<file path="src/rtl/dmem_port_arbiter.sv">
// Purpose : shares the single data-memory port between the pipeline MEM stage and a debug/loader port.
// Latency : core access is combinational (zero added latency); a debug access is granted in cycle T and acked at T+1.
// Backpres: core_stall freezes the pipeline for the one cycle the debug side owns the port; dbg waits on dbg_ack.
//
// Ports:
//   clk, reset               clock (rising edge), asynchronous active-low reset
//   core_rd/wr/addr/wdata/   MEM-stage access request; core_rdata returns load data,
//   core_func3               core_stall = 1 freezes PC..EX/MEM and bubbles MEM/WB
//   dbg_req/we/addr/wdata    debug request (level); dbg_ack pulses one cycle on completion,
//                            dbg_rdata holds the captured read data until the next debug grant
//   mem_rd/wr/addr/wdata/    datamemory port (mem_rdata is combinational from datamemory)
//   mem_func3, mem_rdata
//   stall_cnt                saturating count of cycles with core_stall = 1
module dmem_port_arbiter #(
  parameter int DATA_W     = 32,
  parameter int DM_ADDRESS = 9,
  parameter int STARVE_MAX = 4,
  parameter int CNT_W      = 16
) (
  input  logic                  clk,
  input  logic                  reset,
  input  logic                  core_rd,
  input  logic                  core_wr,
  input  logic [DM_ADDRESS-1:0] core_addr,
  input  logic [DATA_W-1:0]     core_wdata,
  input  logic [2:0]            core_func3,
  output logic [DATA_W-1:0]     core_rdata,
  output logic                  core_stall,
  input  logic                  dbg_req,
  input  logic                  dbg_we,
  input  logic [DM_ADDRESS-1:0] dbg_addr,
  input  logic [DATA_W-1:0]     dbg_wdata,
  output logic                  dbg_ack,
  output logic [DATA_W-1:0]     dbg_rdata,
  output logic                  mem_rd,
  output logic                  mem_wr,
  output logic [DM_ADDRESS-1:0] mem_addr,
  output logic [DATA_W-1:0]     mem_wdata,
  output logic [2:0]            mem_func3,
  input  logic [DATA_W-1:0]     mem_rdata,
  output logic [CNT_W-1:0]      stall_cnt
);

  localparam logic [0:0] S_ARB = 1'b0;
  localparam logic [0:0] S_ACK = 1'b1;

  // STARVE_MAX = 0 still needs a 1-bit register; it simply never leaves 0.
  localparam int STARVE_W = (STARVE_MAX > 0) ? $clog2(STARVE_MAX + 1) : 1;
  localparam logic [STARVE_W-1:0] STARVE_LIM = STARVE_W'(STARVE_MAX);

  logic [0:0]          state;
  logic [STARVE_W-1:0] starve;
  logic                core_req;
  logic                starve_hit;
  logic                dbg_grant;

  assign core_req   = core_rd | core_wr;
  assign starve_hit = (starve == STARVE_LIM);

  // Debug is never granted in the ACK cycle, which is what guarantees the stalled
  // core access is served on the very next cycle. Reset blocks any grant.
  assign dbg_grant = reset & (state == S_ARB) & dbg_req & (~core_req | starve_hit);

  always_comb begin
    mem_addr  = core_addr;
    mem_wdata = core_wdata;
    mem_func3 = core_func3;
    mem_rd    = core_rd & reset;
    mem_wr    = core_wr & reset;
    if (dbg_grant) begin
      mem_addr  = dbg_addr;
      mem_wdata = dbg_wdata;
      mem_func3 = 3'b010;
      mem_rd    = ~dbg_we;
      mem_wr    = dbg_we;
    end
  end

  assign core_stall = dbg_grant & core_req;
  assign core_rdata = mem_rdata;
  assign dbg_ack    = (state == S_ACK);

  always_ff @(posedge clk or negedge reset) begin
    if (!reset) begin
      state     <= S_ARB;
      starve    <= '0;
      dbg_rdata <= '0;
      stall_cnt <= '0;
    end else begin
      if (dbg_grant) begin
        state     <= S_ACK;
        starve    <= '0;
        dbg_rdata <= mem_rdata;
      end else begin
        state <= S_ARB;
        // Starvation only accrues on ARB-cycle conflicts the core wins; the ACK cycle leaves it alone.
        if (state == S_ARB) begin
          if (!dbg_req) begin
            starve <= '0;
          end else if (core_req && !starve_hit) begin
            starve <= starve + 1'b1;
          end
        end
      end
      if (core_stall && (stall_cnt != '1)) begin
        stall_cnt <= stall_cnt + 1'b1;
      end
    end
  end

endmodule

</file>
<file path="config.mk">
export PLATFORM = sky130hd
export DESIGN_NAME = dmem_port_arbiter
export DESIGN_NICKNAME = d
export VERILOG_FILES = /design/src/rtl/dmem_port_arbiter.sv
export SDC_FILE = /design/constraint.sdc
export NUM_CORES = 1
export LEC_CHECK = 0
export ABC_AREA = 1
export CORE_MARGIN = 3
export CORE_UTILIZATION = 39
export DETAILED_ROUTE_END_ITERATION = 8
export DONT_BUFFER_PORTS = 1
export GPL_ROUTABILITY_DRIVEN = 0
export PLACE_DENSITY = 0.55
export SLEW_MARGIN = 20
export SYNTH_ARGS = -nofsm -noshare
export SYNTH_HDL_FRONTEND = slang
export SYNTH_SLANG_ARGS = --single-unit
</file>
<file path="constraint.sdc">
create_clock -name clk -period 3.48 [get_ports clk]
set_input_delay 0.696 -clock clk [delete_from_list [all_inputs] [get_ports clk]]
set_output_delay 0.696 -clock clk [all_outputs]
set_load 0.03 [all_outputs]
</file>
==> impl_metrics.sql <==
INSERT INTO impl_metrics (metric_group, metric, value, unit) VALUES
('cts', 'cts.sinks', '52', ''),
('drt', 'via_count', '2973', ''),
('drt', 'antenna_violating_nets_post_route', '0', ''),
('yosys', 'post_synth_fa_ha_maj_area_fraction', '0.01155', ''),
('yosys', 'synth_mux_area_frac', '0', ''),
('cells_and_area', 'final_cells', '597', ''),
('drt', 'wl_per_cell', '16.82', 'µm'),
('floorplan', 'fp.dieW', '97.30', 'µm'),
('cts', 'cts.clk_slew.worst_paths', '0.10', 'ns'),
('drt', 'post-route-drc-count', '0', ''),
('power_and_ir_drop', 'worst_vdd_rail_ir_drop', '0.3073', 'mV'),
('cts', 'cts-htree-levels', '2', ''),
('yosys', 'synth_fp_nets', '617', ''),
('cts', 'setup_repair_bufs_after_cts', '0', ''),
('yosys', 'synth-seq-cells', '52', ''),
('grt', 'via_count_of_the_first_global_routing_pass', '2816', ''),
('yosys', 'synth_simple_gate_area_frac', '0.4188', ''),
('timing', 'finalCritPeriodShare', '0.8920', ''),
('timing', 'fin_skew', '0.01165', 'ns'),
('worst_setup_path', 'critPathCaptureType', 'output port', ''),
('timing', 'min_period', '3.104', 'ns'),
('drt', 'totalWireLength', '10040', 'µm'),
('drt', 'route.detailed.vias_per_inst', '4.980', ''),
('timing', 'setup_viol_count_final', '0', ''),
('floorplan', 'num_rows', '32', ''),
('cells_and_area', 'antennaDiodeCount', '0', ''),
('cts', 'clock_network_latency_to_the_later_pin_of_the_worst_skew_pair', '0.30', 'ns'),
('worst_setup_path', 'longest_individual_stage_delay_on_the_worst_path', '0.60', 'ns'),
('worst_setup_path', 'crit_required', '2.78', 'ns'),
('job', 'drv_cap', '0', ''),
('grt', 'grt-ovfl-total', '0', ''),
('grt', 'grt_pass1_wl', '15570', 'µm'),
('yosys', 'synth_top_family_by_area', 'simple AND/OR/NAND/NOR gates', ''),
('yosys', 'synth_compound_area_frac', '0.01540', ''),
('placement', 'detailed_place_hpwl', '7879', 'µm'),
('drt', 'detail_route.first_pass.iterations', '4', ''),
('worst_setup_path', 'cp.arrival', '2.41', 'ns'),
('placement', 'place_area', '3467', 'µm²'),
('floorplan', 'floorplan.die_area', '9466', 'µm²'),
('timing', 'timing.slew.headroom', '0.4879', ''),
('floorplan', 'io-pin-count', '251', ''),
('floorplan', 'dieHeight', '97.30', 'µm'),
('timing', 'rsz0062_at_grt', 'no', ''),
('timing', 'clock.fmax', '322.2', 'MHz'),
('cts', 'cts_resized', '0', ''),
('floorplan', 'design.core.area', '7888', 'µm²'),
('worst_setup_path', 'startpoint_type', 'flop', ''),
('worst_setup_path', 'worst_path_most_repeated_cell', 'sky130_fd_sc_hd__nand2_1', ''),
('yosys', 'netlist_instances', '491', ''),
('cells_and_area', 'layout.nets', '620', ''),
('placement', 'placed_cells_incl_taps', '589', ''),
('worst_setup_path', 'timing.critical_path.slowest_stage_cell', 'sky130_fd_sc_hd__buf_4', ''),
('yosys', 'synthXorXnorAreaFrac', '0.02156', ''),
('grt', 'number_of_antenna_violations_at_the_first_check_in_global_routing', '0', ''),
('cells_and_area', 'area_growth_syn_to_layout', '10.08', '%'),
('yosys', 'syn_area_per_cell', '6.620', 'µm²'),
('worst_setup_path', 'cp_max_fo', '79', ''),
('run_status', 'outcome', 'completed', ''),
('cts', 'cts-root-buf', 'sky130_fd_sc_hd__clkbuf_8', ''),
('timing', 'timing_worst_slew_pin_value', '0.7682', 'ns'),
('grt', 'global_route.usage.total', '0.2058', ''),
('grt', 'pin_count_of_the_biggest_net_entering_global_routing', '80', ''),
('power_and_ir_drop', 'power_density', '503.3', 'nW/µm²'),
('cells_and_area', 'post_route_cells_drive_above_1_share', '0.1232', ''),
('power_and_ir_drop', 'leakage_power', '0.001936', 'µW'),
('yosys', 'synth-seq-area-share', '0.4003', ''),
('yosys', 'mapped_area', '3251', 'µm²'),
('cts', 'cts_buffer_depth', '2', ''),
('yosys', 'synth-warning-count', '0', ''),
('worst_hold_path', 'hp_class', 'primary input to asynchronous set/reset pin', ''),
('placement', 'placement.io_buffers', '0', '');
[state kept, by name (all words and copies together) (netlist names)]
register	flops
dbg_rdata	32
starve	3
dbg_ack	1
stall_cnt	16
[logic make-up after synthesis]
family / Yosys count
buffers and inverters: 72
AO/OA/AOI/OAI: 10
XOR/XNOR: 8
flip-flops: 52
AND/OR/NAND/NOR: 346
adder cells (fa/ha/maj): 3
[synthesized netlist by cell type]
cell type / instances / area, µm²
sky130_fd_sc_hd__buf_1: 2 / 7.510
sky130_fd_sc_hd__buf_2: 8 / 40.04
sky130_fd_sc_hd__buf_4: 34 / 255.2
sky130_fd_sc_hd__buf_6: 3 / 33.78
sky130_fd_sc_hd__clkbuf_1: 4 / 15.01
sky130_fd_sc_hd__dfrtp_1: 52 / 1301
sky130_fd_sc_hd__ha_1: 3 / 37.54
sky130_fd_sc_hd__inv_1: 19 / 71.32
sky130_fd_sc_hd__inv_2: 2 / 7.510
sky130_fd_sc_hd__nand2_1: 296 / 1111
sky130_fd_sc_hd__nand2_2: 2 / 12.51
sky130_fd_sc_hd__nand3_1: 15 / 75.07
sky130_fd_sc_hd__nand3_2: 1 / 10.01
sky130_fd_sc_hd__nand4_1: 7 / 43.79
sky130_fd_sc_hd__nor2_1: 23 / 86.33
sky130_fd_sc_hd__nor3_4: 1 / 16.27
sky130_fd_sc_hd__o21ai_0: 9 / 45.04
sky130_fd_sc_hd__o21ai_1: 1 / 5.000
sky130_fd_sc_hd__or2_2: 1 / 6.260
sky130_fd_sc_hd__xnor2_1: 6 / 52.55
sky130_fd_sc_hd__xor2_1: 2 / 17.52
[power by group]
group	internal [µW]	switching [µW]	total [µW]
Sequential	713	313	1030
Clock	218	201	419
Combinational	139	217	356
[worst paths after layout]
path,endpoint,slack [ns],cells past startpoint
min in group clk,dbg_rdata[24],0.50,2
max in group asynchronous,dbg_rdata[29],3.30,0
worst min-delay path,stall_cnt[3],0.07,0
worst max-delay path,mem_wdata[25],0.38,9
worst max register to register,stall_cnt[8],1.30,8
worst min register to register,starve[1],0.54,2
[routing by layer]
| metal | GRT usage | share of wire |
|---|---|---|
| met1 | 0.2506 | 0.39 |
| met2 | 0.3567 | 0.51 |
| met3 | 0.06246 | 0.083 |
| met4 | 0.05005 | 0.015 |
| met5 | 0 | 0 |
[cell type report]
class / count / area, µm²
timing repair buffer: 47 / 440.4
inverter: 21 / 78.83
clock inverter: 2 / 38.79
multi-input combinational: 367 / 1519
clock buffer: 6 / 72.57
tap: 102 / 127.6
sequential: 52 / 1301
fill: 812 / 4309
[per-stage QoR]
step	hold slack [ns]	util	setup WS, ns	total power, µW
after global routing	0.04717	0.4537	0.1679	1897
final	0.07117	0.4537	0.3760	1801
after global placement	0.4020	0.4396	0.7171	1391
after detailed placement	0.4016	0.4396	0.6825	1402
after floorplan	0.4004	-	0.9278	1326
after CTS	0.05761	0.4537	0.3624	1830
[placed cells by master (no fill, tap or decap), types with 2 or more instances in the layout]
cell                         n
sky130_fd_sc_hd__buf_12      7
sky130_fd_sc_hd__buf_4      40
sky130_fd_sc_hd__clkbuf_8    5
sky130_fd_sc_hd__dfrtp_1    52
sky130_fd_sc_hd__ha_1        3
sky130_fd_sc_hd__inv_1      19
sky130_fd_sc_hd__inv_2       2
sky130_fd_sc_hd__nand2_1   296
sky130_fd_sc_hd__nand2_2     2
sky130_fd_sc_hd__nand3_1    15
sky130_fd_sc_hd__nand4_1     7
sky130_fd_sc_hd__nor2_1     23
sky130_fd_sc_hd__o21ai_0     9
sky130_fd_sc_hd__xnor2_1     6
sky130_fd_sc_hd__xor2_1      2
No activity file was read; power rests on OpenSTA's default activity.
